`config.mk`:
```
export PLATFORM = sky130hd
export DESIGN_NAME = multibyte_serial_adder
export DESIGN_NICKNAME = d
export VERILOG_FILES = /design/src/rtl/multibyte_serial_adder_pkg.sv /design/src/rtl/multibyte_serial_adder_full_adder_8bit.sv /design/src/rtl/multibyte_serial_adder.sv
export SDC_FILE = /design/constraint.sdc
export NUM_CORES = 1
export LEC_CHECK = 0
export BUFFER_PORTS_ARGS = -buffer_cell sky130_fd_sc_hd__buf_2
export CAP_MARGIN = 20
export CORE_UTILIZATION = 25
export DETAILED_ROUTE_END_ITERATION = 12
export HOLD_SLACK_MARGIN = 0.03
export PLACE_DENSITY_LB_ADDON = 0.05
export SYNTH_ARGS = -nofsm -noshare
export SYNTH_HDL_FRONTEND = slang
export SYNTH_HIERARCHICAL = 1
export SYNTH_SLANG_ARGS = --single-unit
```
`constraint.sdc`:
```
create_clock -name clk -period 3.79 [get_ports clk]
set_clock_uncertainty 0.05 [all_clocks]
set_input_delay 0.5685 -clock clk [delete_from_list [all_inputs] [get_ports clk]]
set_output_delay 0.5685 -clock clk [all_outputs]
set_load 0.02 [all_outputs]
```
`src/rtl/multibyte_serial_adder_pkg.sv`:
```
// Shared constants and state encoding for the byte-serial wide adder.
package multibyte_serial_adder_pkg;

   localparam int BYTE_W = 8;

   typedef enum logic [1:0] {
      IDLE = 2'd0,
      ADD  = 2'd1,
      DONE = 2'd2
   } state_e;

endpackage

```
`src/rtl/multibyte_serial_adder_full_adder_8bit.sv`:
```
// 8-bit ripple adder slice; the wrapper reuses it once per byte.
module full_adder_8bit (
   input  logic [7:0] a,
   input  logic [7:0] b,
   input  logic       c_in,
   output logic [7:0] sum,
   output logic       c_out
);

   assign {c_out, sum} = {1'b0, a} + {1'b0, b} + {8'd0, c_in};

endmodule

```
`src/rtl/multibyte_serial_adder.sv`:
```
// Adds two NUM_BYTES-wide operands one byte per clock through a single 8-bit
// adder, carrying between bytes in a register.
module multibyte_serial_adder
   import multibyte_serial_adder_pkg::*;
#(
   parameter int NUM_BYTES = 4
) (
   input  logic                        clk,
   input  logic                        rst,
   input  logic                        in_valid,
   output logic                        in_ready,
   input  logic [BYTE_W*NUM_BYTES-1:0] a,
   input  logic [BYTE_W*NUM_BYTES-1:0] b,
   input  logic                        c_in,
   output logic                        out_valid,
   input  logic                        out_ready,
   output logic [BYTE_W*NUM_BYTES-1:0] sum,
   output logic                        c_out,
   output logic                        busy
);

   localparam int W     = BYTE_W * NUM_BYTES;
   localparam int IDX_W = (NUM_BYTES > 1) ? $clog2(NUM_BYTES) : 1;
   localparam logic [IDX_W-1:0] LAST_IDX = IDX_W'(NUM_BYTES - 1);

   state_e             state_q, state_d;
   logic [IDX_W-1:0]   idx_q, idx_d;
   logic               carry_q, carry_d;
   logic [W-1:0]       a_q, a_d;
   logic [W-1:0]       b_q, b_d;
   logic [W-1:0]       sum_q, sum_d;
   logic               c_out_q, c_out_d;

   logic [BYTE_W-1:0]  fa_sum;
   logic               fa_c_out;

   full_adder_8bit u_fa8 (
      .a     (a_q[idx_q*BYTE_W +: BYTE_W]),
      .b     (b_q[idx_q*BYTE_W +: BYTE_W]),
      .c_in  (carry_q),
      .sum   (fa_sum),
      .c_out (fa_c_out)
   );

   always_comb begin
      // NOTE: every variable gets its hold value first so no path leaves it unassigned (no latch).
      state_d = state_q;
      idx_d   = idx_q;
      carry_d = carry_q;
      a_d     = a_q;
      b_d     = b_q;
      sum_d   = sum_q;
      c_out_d = c_out_q;
      case (state_q)
         IDLE: begin
            if (in_valid) begin
               a_d     = a;
               b_d     = b;
               carry_d = c_in;
               idx_d   = '0;
               sum_d   = '0;
               state_d = ADD;
            end
         end
         ADD: begin
            sum_d[idx_q*BYTE_W +: BYTE_W] = fa_sum;
            carry_d = fa_c_out;
            if (idx_q == LAST_IDX) begin
               c_out_d = fa_c_out;
               idx_d   = '0;
               state_d = DONE;
            end else begin
               idx_d = idx_q + 1'b1;
            end
         end
         DONE: begin
            if (out_ready) state_d = IDLE;
         end
         default: state_d = IDLE;
      endcase
   end

   // NOTE: sequential state uses non-blocking assignments so all registers update together.
   always_ff @(posedge clk) begin
      if (rst) begin
         state_q <= IDLE;
         idx_q   <= '0;
         carry_q <= 1'b0;
         a_q     <= '0;
         b_q     <= '0;
         sum_q   <= '0;
         c_out_q <= 1'b0;
      end else begin
         state_q <= state_d;
         idx_q   <= idx_d;
         carry_q <= carry_d;
         a_q     <= a_d;
         b_q     <= b_d;
         sum_q   <= sum_d;
         c_out_q <= c_out_d;
      end
   end

   assign in_ready  = (state_q == IDLE);
   assign busy      = (state_q == ADD);
   assign out_valid = (state_q == DONE);
   assign sum       = sum_q;
   assign c_out     = c_out_q;

endmodule

```
==> impl_metrics.csv, run 1 <==
group,metric,value,unit
placed_design,gp_congestion,0.701,
clocking,postCtsSetupRepairBufs,0,
floorplanning,initial_utilization,0.258,
grt,grtUsageTotal,0.144,
timing,relSlewSlack,0.380,
logic_synthesis,ys_warn_count,6,
clocking,cts_tree,"built",
worst_setup_path,cp.arrival,3.37,ns
clocking,cts_hold_buf,0,
clocking,numCtsBuffers,9,
pwr,peakVddDrop,0.000220,V
layout,num_antenna_cells,0,
route,drtAntennaViolNets,0,
placed_design,dp_hpwl,9.11,mm
route,drc,0,
layout,fill_cells,1910,
worst_setup_path,crit_type,"reg2reg",
worst_hold_path,hold_start,"b[18]",
clocking,htreeDepth,3,
route,avgViaCountPerCell,4.60,
floorplanning,core,17400,sq um
worst_setup_path,crit_path_cell_trace,"mux4_2, fa_1, fa_1, a21oi_1, nor2_1, nor2_1, o21ai_0, mux2i_1, a221oi_1",
clocking,cts_sinks,102,
logic_synthesis,netlist_instances,473,
worst_setup_path,r2r_end,"carry_q$_SDFFE_PP0P_",
worst_setup_path,cp_num_buf_inv,0,
grt,grt_max_degree,47,
logic_synthesis,seq_area_frac_synth,0.454,
logic_synthesis,syn_area,4500,sq um
floorplanning,die_area,18500,sq um
route,wirelength,12.6,mm
worst_hold_path,worstHoldPathCells,3,
grt,grt_pass1_wl,20.0,mm
worst_setup_path,worstSetupEndpointType,"flip-flop",
layout,mostFrequentLayoutCell,"nand2_1",
logic_synthesis,yosys_register_bits,102,
worst_setup_path,ff2ff_setup_slack,0.57,ns
grt,grt_pass1_vias,3734,
floorplanning,io_pins,105,
clocking,cts_resized,0,
worst_setup_path,cp-start-kind,"flip-flop",
clocking,clk_latency,0.35,ns
timing,drv_slew,0,
timing,final_min_period_over_clock_period,0.850,
layout,layout-drive-gt1-share,0.271,
pwr,leakagePower,2.26,nW
worst_setup_path,crit_family,"adder cells",
layout,syn2layout_area_growth,21.1,%
pwr,fin_total_pwr,2.44,mW
layout,post-route-util,0.313,
worst_setup_path,reg2reg_depth,9,
worst_hold_path,holdCritPathClass,"in2reg",
route,firstDrtPassIters,4,
clocking,clock-root-buffer,"clkbuf_16",
run,cap_viol_max_count,0,
floorplanning,dieWidth,136,um
worst_setup_path,r2r-start,"idx_q[0]$_SDFFE_PP0P_",
pwr,powerDensity,447,nW/um^2
timing,holdWs,0.401,ns
logic_synthesis,synth_fp_nets,557,
timing,setup_viol_count_final,0,
route,drt-initial-drc-count,198,
grt,grt_overflow_total,0,
timing,hold_viol_final,0,
worst_setup_path,cpMaxStageDelayCell,"dfxtp_1",
logic_synthesis,yosysUniqueCellTypes,45,
worst_setup_path,critPathMaxFanout,8,
clocking,cts.clk_slew.worst_paths,0.07,ns
timing,fmax,310,MHz
floorplanning,die_h,136,um
floorplanning,num_rows,48,
worst_hold_path,holdPathEnd,"b_q[18]$_SDFFE_PP0P_",
layout,final_cell_mix,"nand2_1 (141), buf_2 (104), dfxtp_1 (102), a21oi_1 (73)",
grt,grt_antenna_before_repair,0,
layout,finish.net_count,650,
route,wl_per_cell,15.9,um
route,vias,3649,
logic_synthesis,avgSynthCellArea,9.51,sq um
timing,rsz0062_at_grt,"false",
worst_setup_path,critPathMaxStageDelay,0.60,ns
timing,max_slew.worst_pin.slew,0.923,ns
worst_setup_path,required,3.94,ns
placed_design,port_buffers,104,
timing,setup_tns,0,ns
clocking,cts_buffer_depth,2,
timing,period_minus_slack,3.22,ns
status,status,"finished, final reports clean",
## where the power goes
group | internal, mW | total [mW] | switching (mW)
logic | 0.140 | 0.351 | 0.211
registers | 1.12 | 1.15 | 0.0290
clock network | 0.542 | 0.934 | 0.392
total | 1.80 | 2.44 | 0.632
## synthesized netlist by cell type, drive strengths merged
cell	n	area, sq um
nor2	6	22.5
o21ai	1	5.00
a311o	2	20.0
nand4b	2	32.5
a32oi	1	8.76
or3b	1	8.76
a2111oi	1	8.76
nor2b	5	31.3
nand4	1	6.26
nand2b	2	12.5
nor4	2	18.8
a221oi	2	17.5
nand2	141	529
and2	1	6.26
xor2	2	17.5
ha	13	163
clkbuf	8	30.0
fa	2	40.0
a32o	8	80.1
xnor2	2	17.5
mux2	4	52.6
o21bai	2	15.0
nor3	2	10.0
and4	1	8.76
buf	23	198
nand3	3	15.0
nor3b	1	12.5
nand3b	1	7.51
inv	9	33.8
a21oi	77	415
mux4	16	360
a22o	8	70.1
dfxtp	102	2040
a21o	2	15.0
o2bb2ai	16	140
or3	1	6.26
mux2i	2	20.0
## cell type report
cell class	count	area, sq um	share of cell area
clock inverter	1	30.0	0.00551
multi-input combinational	331	2200	0.404
clock buffer	13	260	0.0478
tap	225	282	0.0517
sequential	102	2040	0.375
inverter	9	33.8	0.00620
timing repair buffer	113	601	0.110
## state kept, by name, indices dropped and copies added, names as in the netlist
| signal | flops |
|---|---|
| b_q | 32 |
| carry_q | 1 |
| state_q | 2 |
| idx_q | 2 |
| c_out | 1 |
| a_q | 32 |
| sum | 32 |
## cells by family (layout without fill, tap and decap cells)
group | count (synthesis) | count (layout) | synth area share
muxes | 22 | 22 | 0.0962
DFF | 102 | 102 | 0.454
and+or+nand+nor | 170 | 170 | 0.162
buffers and inverters | 40 | 136 | 0.0581
xor gates and xnor gates | 4 | 4 | 0.00779
AOI/OAI and AO/OA | 120 | 120 | 0.177
adders and majority gates | 15 | 15 | 0.0451
## worst register-to-register path, cell delays in order (launching register included)
cell and delay [ns]:
dfxtp_1 0.60, mux4_2 0.59, fa_1 0.48, fa_1 0.42, a21oi_1 0.22, nor2_1 0.06, nor2_1 0.20, o21ai_0 0.18
mux2i_1 0.18, a221oi_1 0.09
## metal layers
metal,vias to the layer above,share of wire,track usage
met2,87,0.47,0.232
met5,-,0,0
met1,1710,0.46,0.183
met4,0,0.014,0.0543
met3,10,0.046,0.0365
li1,1842,-,-
## how the worst max path moves through the flow
stage                           from                    to  depth (start not counted)
6_report       idx_q[0]$_SDFFE_PP0P_  carry_q$_SDFFE_PP0P_                          9
5_1_grt        idx_q[0]$_SDFFE_PP0P_  sum[22]$_SDFFE_PP0P_                          9
4_1_cts        idx_q[0]$_SDFFE_PP0P_  carry_q$_SDFFE_PP0P_                          9
3_5_place_dp   idx_q[0]$_SDFFE_PP0P_  carry_q$_SDFFE_PP0P_                          9
3_3_place_gp   idx_q[0]$_SDFFE_PP0P_  carry_q$_SDFFE_PP0P_                          9
2_1_floorplan  idx_q[0]$_SDFFE_PP0P_  carry_q$_SDFFE_PP0P_                         10
## metrics by stage
stage	setup WS (ns)	instance area, sq um	std cells
2_1_floorplan	0.904	4500	473
3_3_place_gp	0.664	5160	780
3_5_place_dp	0.604	5160	780
4_1_cts	0.589	5450	794
5_1_grt	0.394	5450	794
6_report	0.567	5450	794
No activity file was read; power rests on OpenSTA's default activity.
==> run 2, diff against run 1 <==
--- a/config.mk
+++ b/config.mk
@@ -14,4 +14,3 @@
 export SYNTH_ARGS = -nofsm -noshare
 export SYNTH_HDL_FRONTEND = slang
-export SYNTH_HIERARCHICAL = 1
 export SYNTH_SLANG_ARGS = --single-unit
--- a/constraint.sdc
+++ b/constraint.sdc
@@ -3,3 +3,3 @@
 set_input_delay 0.5685 -clock clk [delete_from_list [all_inputs] [get_ports clk]]
 set_output_delay 0.5685 -clock clk [all_outputs]
-set_load 0.02 [all_outputs]
+set_load 0.01 [all_outputs]
==> impl_metrics.csv, run 2 <==
group,metric,value,unit
logic_synthesis,ys_warn_count,0,
logic_synthesis,seq_area_frac_synth,0.466,
timing,finalWorstSetupSlack,0.798,ns
timing,final_min_period_over_clock_period,0.789,
placed_design,dp_hpwl,9.47,mm
clocking,cts_tree,"built",
timing,rsz0062_at_grt,"false",
pwr,peakVddDrop,0.000213,V
clocking,cts_hold_buf,0,
layout,num_antenna_cells,0,
route,firstDrtPassIters,4,
floorplanning,core,17200,sq um
placed_design,gp_congestion,0.723,
grt,grt_overflow_total,0,
clocking,clk_latency,0.35,ns
floorplanning,io_pins,105,
clocking,numCtsBuffers,9,
clocking,postCtsSetupRepairBufs,0,
logic_synthesis,synth.most_common_cell,"nand2_1",
worst_setup_path,required,3.93,ns
logic_synthesis,netlist_instances,485,
logic_synthesis,yosysUniqueCellTypes,42,
route,vias,3683,
grt,grt_pass1_vias,3642,
worst_setup_path,cp.arrival,3.13,ns
floorplanning,die_area,18100,sq um
layout,post-route-util,0.312,
grt,grt_antenna_before_repair,0,
logic_synthesis,synth_common_cells,"nand2_1 (132), dfxtp_1 (102), a21oi_1 (74), nor2_1 (28), a22o_1 (20)",
logic_synthesis,synth_async_sr_flop_share,0,
placed_design,dp_slack,0.763,ns
logic_synthesis,synth_top_area_cell,"dfxtp_1",
grt,grt_pass1_wl,19.9,mm
floorplanning,num_rows,48,
timing,setup_viol_count_final,0,
floorplanning,initial_utilization,0.254,
worst_setup_path,crit_type,"reg2reg",
logic_synthesis,synth_top_cell_area_share,0.466,
layout,finalNonFillerCells,805,
pwr,leakagePower,2.25,nW
timing,max_slew.worst_pin.slew,0.799,ns
floorplanning,dieWidth,134,um
logic_synthesis,yosys_register_bits,102,
layout,mostFrequentLayoutCell,"nand2_1",
logic_synthesis,avgSynthCellArea,9.04,sq um
timing,drv_slew,0,
route,drt-initial-drc-count,146,
timing,setup_tns,0,ns
layout,finish.net_count,659,
route,avgViaCountPerCell,4.58,
clocking,cts_resized,0,
clocking,clock-root-buffer,"clkbuf_16",
route,drtAntennaViolNets,0,
worst_setup_path,critPathMaxFanout,13,
placed_design,placed_cells,791,
logic_synthesis,syn_area,4390,sq um
logic_synthesis,yosys-top-cells-area,"dfxtp_1 (47%), nand2_1 (11%), a21oi_1 (8.4%)",
clocking,cts_buffer_depth,2,
route,wl_per_cell,15.8,um
timing,relSlewSlack,0.467,
clocking,cts_sinks,102,
floorplanning,die_h,134,um
layout,final_cell_mix,"nand2_1 (131), buf_2 (104), dfxtp_1 (102), a21oi_1 (74), nor2_1 (27)",
timing,fmax,334,MHz
run,cap_viol_max_count,0,
status,status,"finished, final reports clean",
pwr,powerDensity,445,nW/um^2
grt,grtUsageTotal,0.145,
layout,syn2layout_area_growth,22.8,%
placed_design,port_buffers,104,
timing,hold_viol_final,0,
route,wirelength,12.7,mm
logic_synthesis,synth_edf_count,0,
worst_hold_path,holdCritPathClass,"reg2reg",
route,drc,0,
grt,grt_max_degree,47,
logic_synthesis,synthFlopType,"dfxtp_1",
clocking,cts.clk_slew.worst_paths,0.07,ns
worst_setup_path,cp-start-kind,"flip-flop",
layout,layout-drive-gt1-share,0.259,
logic_synthesis,synth_fp_nets,567,
clocking,htreeDepth,3,
layout,fill_cells,1859,
timing,period_minus_slack,2.99,ns
worst_setup_path,worstSetupEndpointType,"flip-flop",
## run 2: worst paths after layout
kind | slack, ns | end | from | cells past startpoint
max reg2reg | 0.80 | c_out$_SDFFE_PP0P_ | idx_q[1]$_SDFFE_PP0P_ | 9
min | 0.40 | a_q[28]$_SDFFE_PP0P_ | a_q[28]$_SDFFE_PP0P_ | 2
max | 0.80 | c_out$_SDFFE_PP0P_ | idx_q[1]$_SDFFE_PP0P_ | 9
min reg2reg | 0.40 | a_q[28]$_SDFFE_PP0P_ | a_q[28]$_SDFFE_PP0P_ | 2
## run 2: area by class of cell
class,count,area [sq um],area share
timing repair buffer,112,581,0.108
clock inverter,3,46.3,0.00860
multi-input combinational,346,2170,0.403
clock buffer,11,243,0.0451
inverter,6,22.5,0.00418
sequential,102,2040,0.379
tap,225,282,0.0523
## run 2: per-stage QoR
step | area (sq um) | power, mW | hold WS [ns]
after floorplan | 4390 | 1.39 | 0.383
after global placement | 5100 | 1.50 | 0.392
after detailed placement | 5100 | 1.51 | 0.394
after CTS | 5390 | 2.44 | 0.387
after global routing | 5390 | 2.52 | 0.394
final | 5390 | 2.40 | 0.402
## run 2: layer usage
metal | GRT usage | part of all wire
met5 | 0 | 0
met1 | 0.182 | 0.46
met2 | 0.247 | 0.49
met3 | 0.0382 | 0.037
met4 | 0.0375 | 0.012
## run 2: where the power goes
group	switching (mW)	internal (mW)
combinational	0.194	0.129
sequential	0.0303	1.12
clock	0.399	0.524
total	0.624	1.77
## run 2: cells by family after synthesis
group | after synthesis | share of synthesized area
AO/OA/AOI/OAI | 125 | 0.181
multiplexers | 16 | 0.0822
flip-flops | 102 | 0.466
buffers and inverters | 37 | 0.0419
XOR/XNOR | 5 | 0.00999
adder cells (fa/ha/maj) | 13 | 0.0405
AND/OR/NAND/NOR | 187 | 0.179
## run 2: worst max-delay path, stage by stage, from the launching register on
cell and delay, ns:
dfxtp_1 0.71, mux4_2 0.42, fa_1 0.45, inv_1 0.09, fa_1 0.19, and2b_1 0.20
o2111ai_1 0.17, nand3_1 0.14, a31oi_1 0.28, a311oi_1 0.13
==> run 3, diff against run 2 <==
clock period = 2.5 ns   (was 3.79 ns; I/O delays follow)
==> impl_metrics.csv, run 3 (synthesis results as in run 2) <==
group,metric,value,unit
layout,finish.net_count,680,
pwr,fin_total_pwr,3.66,mW
route,wirelength,12.4,mm
worst_setup_path,required,2.69,ns
timing,final_min_period_over_clock_period,1.05,
floorplanning,core,17200,sq um
layout,layout-drive-gt1-share,0.315,
placed_design,dp_slack,-0.180,ns
placed_design,dpl_cell_area,5290,sq um
floorplanning,die_area,18100,sq um
worst_setup_path,cp.arrival,2.83,ns
layout,syn2layout_area_growth,30.8,%
placed_design,gp_congestion,0.768,
timing,hold_viol_final,0,
grt,grtUsageTotal,0.145,
placed_design,port_buffers,104,
timing,period_minus_slack,2.64,ns
clocking,cts.clk_slew.worst_paths,0.07,ns
clocking,htreeDepth,3,
clocking,clk_latency,0.35,ns
grt,grt_pass1_wl,20.0,mm
timing,drv_slew,0,
timing,rsz0062_at_grt,"true",
clocking,cts_sinks,102,
route,avgViaCountPerCell,4.58,
timing,fmax,379,MHz
worst_setup_path,crit_type,"reg2reg",
grt,grt_antenna_before_repair,0,
floorplanning,io_pins,105,
clocking,numCtsBuffers,9,
placed_design,dp_hpwl,9.16,mm
layout,mostFrequentLayoutCell,"nand2_1",
timing,setup_viol_count_final,12,
grt,grt_max_degree,70,
pwr,peakVddDrop,0.000323,V
clocking,cts_hold_buf,0,
route,wl_per_cell,15.0,um
floorplanning,dieWidth,134,um
worst_setup_path,critPathMaxFanout,5,
timing,relSlewSlack,0.657,
layout,num_antenna_cells,0,
timing,holdWs,0.201,ns
route,firstDrtPassIters,6,
floorplanning,die_h,134,um
pwr,leakagePower,2.40,nW
grt,grt_overflow_total,0,
layout,final_cell_mix,"nand2_1 (131), buf_2 (104), dfxtp_1 (101), a21oi_1 (74), nor2_1 (26)",
pwr,powerDensity,638,nW/um^2
layout,finalNonFillerCells,828,
layout,post-route-util,0.333,
worst_setup_path,worstSetupEndpointType,"flip-flop",
layout,stdcell_area,5740,sq um
status,status,"finished with violations",
worst_setup_path,cp-start-kind,"flip-flop",
layout,multiInputGateArea,2300,sq um
run,cap_viol_max_count,0,
route,drtAntennaViolNets,0,
placed_design,placed_cells,809,
layout,fill_cells,1829,
route,drc,0,
clocking,clock-root-buffer,"clkbuf_16",
floorplanning,num_rows,48,
timing,setup_tns,-0.993,ns
layout,regArea,2050,sq um
grt,grt_pass1_vias,3785,
clocking,cts_tree,"built",
timing,finalWorstSetupSlack,-0.137,ns
clocking,cts_buffer_depth,2,
route,drt-initial-drc-count,162,
worst_hold_path,holdCritPathClass,"in2reg",
route,vias,3792,
status,violations,"setup timing",
floorplanning,initial_utilization,0.254,
timing,max_slew.worst_pin.slew,0.514,ns
## run 3: changes by cell type in the layout (fill, tap and decap cells not counted), moves of 2 or more
cell      change
buf_12        +5
buf_4        +13
buf_6         +3
clkinv_2      +2
fa_1          -2
fa_2          +2
ha_1          -5
ha_4          +5
xnor2_1       -2
xnor2_2       +2
xor2_1        -2
## run 3: power by group
| part | leakage, nW | total (mW) | switching [mW] | internal, mW |
|---|---|---|---|---|
| sequential | 0.833 | 1.74 | 0.0426 | 1.70 |
| clock | 0.136 | 1.32 | 0.620 | 0.704 |
| combinational | 1.43 | 0.594 | 0.322 | 0.272 |
| total | 2.40 | 3.66 | 0.984 | 2.67 |
## run 3: layout make-up
| class | count | area share |
|---|---|---|
| flip-flops and latches | 102 | 0.357 |
| multi-input cells | 346 | 0.401 |
| well taps | 225 | 0.0491 |
| clock buffers | 11 | 0.0423 |
| inverters | 6 | 0.00393 |
| repair buffers | 133 | 0.142 |
| clock inverters | 5 | 0.00567 |
## run 3: per-layer routing
layer,track usage,part of all wire
met1,0.178,0.45
met2,0.247,0.50
met3,0.0344,0.039
met4,0.0506,0.015
met5,0,0
## run 3: path summary, 6_finish.rpt
check                        start              endpoint  slack [ns]  depth (start not counted)
max reg2reg  idx_q[0]$_SDFFE_PP0P_  sum[14]$_SDFFE_PP0P_       -0.14                          9
min reg2reg   a_q[23]$_SDFFE_PP0P_  a_q[23]$_SDFFE_PP0P_        0.40                          2
min                           b[7]   b_q[7]$_SDFFE_PP0P_        0.20                          3
max          idx_q[0]$_SDFFE_PP0P_  sum[14]$_SDFFE_PP0P_       -0.14                          9
## run 3: timing repair
item | in CTS | in global routing
setup buffers | 3 | 0
pin swaps | 9 | 7
setup endpoints to repair | 18 | 20
hold endpoints to repair | 0 | 0
gates resized for setup | 18 | 1
## run 3: critical path: stages, from the launching register on
cell	delay, ns
dfxtp_4	0.40
mux4_2	0.53
fa_2	0.38
inv_2	0.06
fa_2	0.18
and2b_1	0.20
o2111ai_2	0.18
nand3_2	0.14
xor2_2	0.19
a22o_1	0.22
